**config.mk**
```make
export PLATFORM = sky130hd
export DESIGN_NAME = modulo_varredura_matriz_flat
export DESIGN_NICKNAME = d
export VERILOG_FILES = /design/src/rtl/modulo_varredura_matriz_pkg.sv /design/src/rtl/modulo_varredura_matriz_if.sv /design/src/rtl/modulo_varredura_matriz_contador_fase.sv /design/src/rtl/modulo_varredura_matriz.sv /design/src/flat_wrapper.sv
export SDC_FILE = /design/constraint.sdc
export NUM_CORES = 1
export LEC_CHECK = 0
export ABC_AREA = 0
export BUFFER_PORTS_ARGS = -buffer_cell sky130_fd_sc_hd__buf_2
export CAP_MARGIN = 20
export CORE_ASPECT_RATIO = 0.9
export CORE_MARGIN = 2
export CORE_UTILIZATION = 64
export CTS_CLUSTER_DIAMETER = 60
export DETAILED_ROUTE_END_ITERATION = 10
export PLACE_DENSITY_LB_ADDON = 0.15
export SKIP_LAST_GASP = 1
export SYNTH_ARGS = -nofsm -noshare
export SYNTH_HDL_FRONTEND = slang
export SYNTH_SLANG_ARGS = --single-unit
```
**constraint.sdc**
```tcl
create_clock -name clk -period 6.2 [get_ports clk]
set_clock_uncertainty 0.05 [all_clocks]
set_input_delay 0.31 -clock clk [delete_from_list [all_inputs] [get_ports clk]]
set_output_delay 0.31 -clock clk [all_outputs]
set_load 0.01 [all_outputs]
```
**src/rtl/modulo_varredura_matriz_pkg.sv**
```systemverilog
// ---------------------------------------------------------------------------
// pkg_matriz
// Shared definitions for the 5x7 LED matrix column-scan driver.
// Contents:
//   N_COL, N_LIN, PIX_W, COL_W : matrix geometry and column-index width
//   estado_t                   : scan FSM state encoding (IDLE, BLANK, SHOW)
//   PIX_APAGADO, LIN_APAGADA   : all-off image / all-off row drive (active-low)
//   fatia_coluna()             : extracts the 7 row bits of one column
// ---------------------------------------------------------------------------
package pkg_matriz;

    localparam int N_COL = 5;
    localparam int N_LIN = 7;
    localparam int PIX_W = N_COL * N_LIN;
    localparam int COL_W = $clog2(N_COL);

    typedef enum logic [1:0] {
        IDLE  = 2'd0,
        BLANK = 2'd1,
        SHOW  = 2'd2
    } estado_t;

    localparam logic [PIX_W-1:0] PIX_APAGADO = '1;
    localparam logic [N_LIN-1:0] LIN_APAGADA = '1;

    // Column c occupies img[PIX_W-1-N_LIN*c -: N_LIN]; shifting it up to the
    // top of the word avoids a variable-base part-select.
    function automatic logic [N_LIN-1:0] fatia_coluna(
        input logic [PIX_W-1:0] img,
        input logic [COL_W-1:0] col
    );
        logic [PIX_W-1:0] w_desl;
        w_desl = img << (N_LIN * int'(col));
        return w_desl[PIX_W-1 -: N_LIN];
    endfunction

endpackage

```
**src/rtl/modulo_varredura_matriz_if.sv**
```systemverilog
// ---------------------------------------------------------------------------
// modulo_varredura_matriz_if
// Bus between the pixel-register side / LED pins and the scan driver.
//   en          : scan enable (0 = display dark)
//   m_in        : 35-bit pixel image, 1 = LED off
//   col_sel     : one-hot column drive, active-high
//   linhas      : row drive for the active column, active-low
//   frame_done  : 1-cycle pulse at each frame start
// Modports: master drives en/m_in and observes the outputs; slave is the
// scan driver.
// ---------------------------------------------------------------------------
interface modulo_varredura_matriz_if;
    import pkg_matriz::*;

    logic             en;
    logic [PIX_W-1:0] m_in;
    logic [N_COL-1:0] col_sel;
    logic [N_LIN-1:0] linhas;
    logic             frame_done;

    modport master (
        output en, m_in,
        input  col_sel, linhas, frame_done
    );

    modport slave (
        input  en, m_in,
        output col_sel, linhas, frame_done
    );

endinterface

```
**src/rtl/modulo_varredura_matriz_contador_fase.sv**
```systemverilog
// ---------------------------------------------------------------------------
// modulo_contador_fase
// Loadable down-counter timing one scan phase (BLANK or SHOW).
// Loaded with T-1 on phase entry, counts down to 0 and holds there; the
// terminal-count flag is high while the count is 0, so a phase lasts
// exactly T cycles.
// Ports:
//   clk      : system clock, rising edge
//   clr      : asynchronous active-high reset
//   i_load   : load i_val on the next edge (has priority over counting)
//   i_val    : reload value (T-1)
//   o_tc     : terminal count, count == 0
// ---------------------------------------------------------------------------
module modulo_contador_fase #(
    parameter int CW = 16
) (
    input  logic          clk,
    input  logic          clr,
    input  logic          i_load,
    input  logic [CW-1:0] i_val,
    output logic          o_tc
);

    logic [CW-1:0] r_cnt;

    // NOTE: sequential state uses non-blocking assignments so every register
    // samples pre-edge values regardless of statement order.
    always_ff @(posedge clk or posedge clr) begin
        if (clr) begin
            r_cnt <= '0;
        end else if (i_load) begin
            r_cnt <= i_val;
        end else if (r_cnt != '0) begin
            r_cnt <= r_cnt - CW'(1);
        end
    end

    assign o_tc = (r_cnt == '0);

endmodule

```
**src/rtl/modulo_varredura_matriz.sv**
```systemverilog
// ---------------------------------------------------------------------------
// modulo_varredura_matriz
// Column-scan driver for the 5x7 LED dot matrix. Snapshots the pixel image
// at each frame start, then drives one column at a time with optional blank
// time before each column, and pulses frame_done on the first cycle of
// every frame.
// Parameters:
//   T_SHOW  : cycles a column is driven (>= 1)
//   T_BLANK : cycles all columns are off before each column (0 = none)
// Ports:
//   clk  : system clock, rising edge
//   clr  : asynchronous active-high reset
//   bus  : slave side of modulo_varredura_matriz_if
//          (en, m_in in; col_sel, linhas, frame_done out)
// ---------------------------------------------------------------------------
module modulo_varredura_matriz
    import pkg_matriz::*;
#(
    parameter int T_SHOW  = 50000,
    parameter int T_BLANK = 500
) (
    input  logic                         clk,
    input  logic                         clr,
    modulo_varredura_matriz_if.slave     bus
);

    localparam int T_MAX = (T_SHOW > T_BLANK) ? T_SHOW : T_BLANK;
    localparam int CW    = $clog2(T_MAX + 1);

    localparam logic [CW-1:0]    LD_SHOW  = CW'(T_SHOW - 1);
    localparam logic [CW-1:0]    LD_BLANK = CW'((T_BLANK > 0) ? T_BLANK - 1 : 0);
    localparam logic [COL_W-1:0] ULTIMA   = COL_W'(N_COL - 1);
    localparam logic [N_COL-1:0] COL_UM   = N_COL'(1);

    // Every column starts in BLANK, except when there is no blank phase.
    localparam estado_t ST_ENTRADA = (T_BLANK > 0) ? BLANK : SHOW;

    estado_t          r_estado;
    logic [COL_W-1:0] r_col_idx;
    logic [PIX_W-1:0] r_snapshot;
    logic             r_frame_done;

    estado_t          w_estado_prox;
    logic [COL_W-1:0] w_col_prox;
    logic             w_carrega;
    logic             w_inicio_quadro;
    logic [CW-1:0]    w_val_carga;
    logic             w_tc;

    modulo_contador_fase #(
        .CW (CW)
    ) u_contador_fase (
        .clk    (clk),
        .clr    (clr),
        .i_load (w_carrega),
        .i_val  (w_val_carga),
        .o_tc   (w_tc)
    );

    // The phase being entered decides the reload value.
    assign w_val_carga = (w_estado_prox == SHOW) ? LD_SHOW : LD_BLANK;

    // NOTE: every signal written here gets a default first, so no path
    // through the case can leave it unassigned and infer a latch.
    always_comb begin
        w_estado_prox   = r_estado;
        w_col_prox      = r_col_idx;
        w_carrega       = 1'b0;
        w_inicio_quadro = 1'b0;

        if (!bus.en) begin
            // Dropping enable abandons the partial frame from any state.
            w_estado_prox = IDLE;
            w_col_prox    = '0;
        end else begin
            unique case (r_estado)
                IDLE: begin
                    w_estado_prox   = ST_ENTRADA;
                    w_col_prox      = '0;
                    w_carrega       = 1'b1;
                    w_inicio_quadro = 1'b1;
                end
                BLANK: begin
                    if (w_tc) begin
                        w_estado_prox = SHOW;
                        w_carrega     = 1'b1;
                    end
                end
                SHOW: begin
                    if (w_tc) begin
                        w_estado_prox = ST_ENTRADA;
                        w_carrega     = 1'b1;
                        if (r_col_idx == ULTIMA) begin
                            // Wrap to column 0 is a back-to-back frame start.
                            w_col_prox      = '0;
                            w_inicio_quadro = 1'b1;
                        end else begin
                            w_col_prox = r_col_idx + COL_W'(1);
                        end
                    end
                end
                default: begin
                    w_estado_prox = IDLE;
                    w_col_prox    = '0;
                end
            endcase
        end
    end

    always_ff @(posedge clk or posedge clr) begin
        if (clr) begin
            r_estado     <= IDLE;
            r_col_idx    <= '0;
            r_snapshot   <= PIX_APAGADO;
            r_frame_done <= 1'b0;
        end else begin
            r_estado     <= w_estado_prox;
            r_col_idx    <= w_col_prox;
            r_frame_done <= w_inicio_quadro;
            // Image only changes at frame boundaries, so a frame never tears.
            if (w_inicio_quadro) begin
                r_snapshot <= bus.m_in;
            end
        end
    end

    // Outputs decode registered state only; reset darkens them immediately.
    assign bus.col_sel    = (r_estado == SHOW) ? (COL_UM << r_col_idx) : '0;
    assign bus.linhas     = (r_estado == SHOW) ? fatia_coluna(r_snapshot, r_col_idx)
                                               : LIN_APAGADA;
    assign bus.frame_done = r_frame_done;

endmodule
```
**src/flat_wrapper.sv**
```systemverilog
// flat-port wrapper written by rule: the top's interface ports become plain ports
module modulo_varredura_matriz_flat import pkg_matriz::*;
#(
    parameter int T_SHOW  = 50000,
    parameter int T_BLANK = 500
)
  (clk, clr, bus_en, bus_m_in, bus_col_sel, bus_linhas, bus_frame_done);
  modulo_varredura_matriz_if bus_i ();
  input  logic clk;
  input  logic clr;
  input wire logic [$bits(bus_i.en)-1:0] bus_en;
  input wire logic [$bits(bus_i.m_in)-1:0] bus_m_in;
  output wire logic [$bits(bus_i.col_sel)-1:0] bus_col_sel;
  output wire logic [$bits(bus_i.linhas)-1:0] bus_linhas;
  output wire logic [$bits(bus_i.frame_done)-1:0] bus_frame_done;
  assign bus_i.en = bus_en;
  assign bus_i.m_in = bus_m_in;
  assign bus_col_sel = bus_i.col_sel;
  assign bus_linhas = bus_i.linhas;
  assign bus_frame_done = bus_i.frame_done;
  modulo_varredura_matriz #(.T_SHOW(T_SHOW), .T_BLANK(T_BLANK)) u_core (.clk(clk), .clr(clr), .bus(bus_i));
endmodule
```
Word-level counts from Yosys, hierarchy flattened
Index checks and enable logic that the tools add are counted.
Storage, ports and cells
  register bits: 57
  bits of input ports: 38
  output and inout port bits: 13
  word-level logic and storage cells: 42
Cells by class
  add/subtract/negate cells: 2
  multiply operators: 1
  equal/unequal tests: 6
  shift operators: 2
  muxes and demuxes: 20
  reduce and logical (&&, ||, !) cells: 6
Operators with widths (number)
  $mux W16: 3
  $shl A35 B32 Y35: 1
  $logic_not A16 Y1: 1
  $reduce_bool A16 Y1: 1
  $sub A16 B1 Y16 const B: 1
  $mux W3: 3
  $mux W7: 1
  $mul A3 B3 Y6 const A: 1
  $mux W2: 3
  $pmux W2 S3: 1
  $pmux W3 S2: 1
  $mux W1: 5
  $mux W5: 1
  $shl A1 B3 Y5 const A: 1
  $eq A2 B2 Y1 const B: 2
  $pmux W1 S2: 2
  $add A3 B1 Y3 const B: 1
  $eq A3 B3 Y1 const B: 1
  $ne A3 B3 Y1 const B: 1
  $eq A2 B1 Y1 const B: 1
  $logic_not A2 Y1: 1
  $ne A2 B2 Y1 const B: 1
  $reduce_and A2 Y1: 1
  $reduce_bool A2 Y1: 1
  $reduce_or A2 Y1: 1

Longest topological paths before layout
  depth after elaboration: 7
  gate-level depth with buffers: 12
  gate-level depth less buffers: 9

Modules after synthesis
From an unflattened synthesis, not the netlist that was laid out.
Unflattened totals
  cells, all modules: 405
  area, all modules: 4601.9 µm²
Modules (own cells, without submodules)
  modulo_varredura_matriz: instances 1, cells each 303, area each 3608.5 µm², seq. area each 1069.8 µm²
  modulo_contador_fase: instances 1, cells each 102, area each 993.5 µm², seq. area each 400.4 µm²

Worst setup path after synthesis
No wires, ideal clock.
  path kind: register to output
  from: reg u_core.r_col_idx[0]
  to: out bus_linhas[2]
  arrival: 2.855 ns
  required time: 5.840 ns
  slack: 2.985 ns
  cell stages (with the launch flop): 9
  buffers on the path: 1
  path through: dfrtp_1 > fa_1 > ha_1 > fa_1 > clkbuf_1 > nor2_1 > a22oi_1 > and3_1 > o41ai_1
Between the ends
  longest elaborated chain between the ends: 3
RTL lines
  start, declared: RTL line modulo_varredura_matriz.sv:39  | logic [COL_W-1:0] r_col_idx;
  start signal, assigned: RTL line modulo_varredura_matriz.sv:118  | r_col_idx <= w_col_prox;
  $mul A3 B3 Y6: RTL line modulo_varredura_matriz_pkg.sv:33  | w_desl = img << (N_LIN * int'(col));
  $shl A35 B32 Y35: RTL line modulo_varredura_matriz_pkg.sv:33
  $mux W7: RTL line modulo_varredura_matriz.sv:129  | assign bus.linhas = (r_estado == SHOW) ? fatia_coluna(r_snapshot, r_col_idx)
  end, declared: RTL line flat_wrapper.sv:14  | output wire logic [$bits(bus_i.linhas)-1:0] bus_linhas;
No other way between the ends.

Worst setup path in the final report
  from: reg u_core.r_col_idx[0]
  to: out bus_linhas[1]
The elaborated chain is that of the path after synthesis.

==> impl_metrics.json <==
{
  "status": "finished, final reports clean",
  "netlist.area_leader.share_pct": 21.0,
  "fmax_mhz": 220,
  "yosysWarnings": 0,
  "track_usage_pct": 27.4,
  "setup-tns-final_ns": 0,
  "m1WireLength_um": 4700,
  "drc_errors": 0,
  "drv_slew": 0,
  "initial_core_util_pct": 66.5,
  "dr_wl_met2_um": 4300,
  "cts.sinks": 57,
  "rows": 28,
  "drive_above_1_share_pct": 43.9,
  "reg2reg_slack_ns": 3.63,
  "hold_path_class": "input port to async pin",
  "fillers": 479,
  "io_buffers": 50,
  "yosysSeqAreaShare_pct": 33.6,
  "drt_wl_total_um": 9620,
  "ys.flop_type": "dfstp_2",
  "num_io_pins": 51,
  "die_w_um": 91.2,
  "synth_cell_types": 63,
  "htreeDepth": 3,
  "worstPathArrival_ns": 4.19,
  "fin_nets": 466,
  "vias": 3226,
  "cts_buffers": 9,
  "synth-edff-count": 0,
  "path_class": "flip-flop to primary output",
  "dieArea_mm2": 0.00752,
  "n_antenna_cell": 0,
  "syn-num-nets": 422,
  "yosysTopAreaCell": "dfstp_2",
  "dr.first_iter.drc_count": 296,
  "wl_met3_um": 544,
  "post-cts-setup-buffer-count": 0,
  "place_congestion": 0.940,
  "clk_pin_slew_ns": 0.07,
  "grt_pass1_wl_um": 16000,
  "dr.pass1.iters": 6,
  "worstSkewPairLatency_ns": 0.35,
  "core-area_mm2": 0.00659,
  "fin_hold_ws_ns": 0.106,
  "ys_seq_elements": 57,
  "synth_cells": 366,
  "rsz0062_at_grt": "false",
  "tightest_slew_ns": 0.832,
  "dr.max_layer_used": "met4",
  "cts.path.max_buffers": 2,
  "powerDensity_mw_per_mm2": 250,
  "antenna_left": 0,
  "cts_tree": "built",
  "hpwl_um": 6790,
  "hold_viol_final": 0,
  "grt_overflow": 0,
  "path_max_fanout": 24,
  "cellLeakagePower_uw": 0.00204,
  "ir_worst_vdd_mv": 0.165,
  "slew_headroom_pct": 44.5,
  "antenna_found_initial": 0,
  "synth_area_mm2": 0.00438,
  "first_global_vias": 3034,
  "die_h_um": 82.5,
  "cp.required_ns": 5.84,
  "reg2reg_to": "u_core.r_snapshot[18]",
  "reg2reg_from": "u_core.r_col_idx[0]",
  "rr_worst_depth": 6,
  "avgRoutedWirePerCell_um": 19.0,
  "ys_async_sr_fraction_pct": 100,
  "cts_resized": 0,
  "synth_area_per_cell_um2": 12.0,
  "fin_crit_ns": 4.55,
  "via_per_inst": 6.39,
  "drv_cap": 0,
  "cts_root_buf": "clkbuf_8",
  "crit_path_start_kind": "flip-flop",
  "area_delta_synth_final_pct": 11.5,
  "min_period_over_period_pct": 73.4,
  "synth_area_leaders": "dfstp_2, mux4_2, dfrtp_1",
  "grt_max_degree": 58,
  "cts_hold_buffers": 0,
  "end_kind": "primary output",
  "finalSetupViolations": 0
}
state kept, by name, indices dropped and copies added, names as in the netlist:
signal                        cells
u_core.r_snapshot                35
u_core.u_contador_fase.r_cnt     16
u_core.r_col_idx                  3
u_core.r_estado                   2
u_core.bus.frame_done             1
power breakdown:
group	switching [uW]	leakage, uW	internal, uW	total [uW]
Combinational	105	0.00127	138	243
Clock	157	0.000129	300	457
Sequential	67.4	0.000640	451	519
worst max path at each step:
stage / from / end / cells after the start
2_1_floorplan: u_core.r_col_idx[0] / bus_linhas[2] / 8
4_1_cts: u_core.r_col_idx[0] / bus_linhas[1] / 8
3_5_place_dp: u_core.r_col_idx[0] / bus_linhas[1] / 8
5_1_grt: u_core.r_col_idx[0] / bus_linhas[3] / 9
3_3_place_gp: u_core.r_col_idx[0] / bus_linhas[3] / 9
6_report: u_core.r_col_idx[0] / bus_linhas[1] / 8
cells in the mapped netlist (4+ instances only):
cell	instances
nor2_1	16
a21oi_1	10
dfstp_2	35
xnor2_1	10
nand3_1	14
and2_1	8
o21ai_1	11
a211oi_1	8
o22ai_1	4
mux2i_1	11
inv_1	13
clkbuf_1	5
mux2_4	29
dfrtp_1	22
mux2_2	4
buf_2	5
ha_1	15
nand2_1	23
a22oi_1	4
mux2_1	6
nor2b_1	6
mux4_2	31
buf_6	6
o21ai_0	9
worst max-delay path, cell delays in order, from the launching register on:
cell      delay (ns)
dfrtp_2         0.69
buf_4           0.46
fa_1            0.48
ha_1            0.77
inv_1           0.48
nor3_1          0.28
a211oi_1        0.07
o41ai_1         0.41
buf_2           0.20
per-stage QoR:
| stage | worst slack (ns) | area (um2) | instances | utilization [%] | power (uW) |
|---|---|---|---|---|---|
| after CTS | 1.66 | 4880 | 505 | 74.2 | 1220 |
| after floorplan | 2.99 | 4380 | 366 | - | 695 |
| final | 1.65 | 4880 | 505 | 74.2 | 1220 |
| after detailed placement | 2.06 | 4620 | 489 | 70.2 | 761 |
| after global routing | 1.34 | 4880 | 505 | 74.2 | 1270 |
| after global placement | 2.16 | 4620 | 489 | 70.2 | 749 |
cells in the final DEF (no fill, tap or decap), drive strengths merged, types with 3 or more instances in the layout:
master  instances
nor2           18
xnor2          10
nor2b           6
clkbuf         12
inv            13
buf            53
o21ai          20
dfrtp          22
a31oi           3
ha             15
dfstp          35
bufinv          3
nor4            5
fa              3
nor3            5
a211oi          8
and2            9
a21oi          10
a22oi           4
and3            3
nor3b           3
mux4           31
mux2i          11
nand3          14
o22ai           4
or3             3
mux2           39
nand2          24
cells by family (layout without fill, tap and decap cells):
kind of cell	Yosys count	after routing	share of synthesized area, %
AND/OR/NAND/NOR	100	100	12.9
multiplexers	81	81	31.0
AO/OA/AOI/OAI	65	65	10.1
flip-flops	57	57	33.6
buffers and inverters	33	82	4.43
adder cells (fa/ha/maj)	18	18	5.66
XOR/XNOR	12	12	2.40
layer usage:
metal,global-route usage [%],vias to the layer above
met2,40.4,115
met5,0,-
met1,41.7,1631
met3,6.08,7
li1,-,1473
met4,6.82,0
cell type report:
class                           instances  area, um2  share of cell area (%)
Multi-Input combinational cell        276       2720                    55.6
Sequential cell                        57       1470                    30.1
Timing Repair Buffer                   53        273                    5.58
Clock buffer                           12        165                    3.38
Tap cell                               90        113                    2.31
Clock inverter                          4       97.6                    2.00
Inverter                               13       48.8                   0.999
Note: power is estimated with default switching activity, not from simulation.
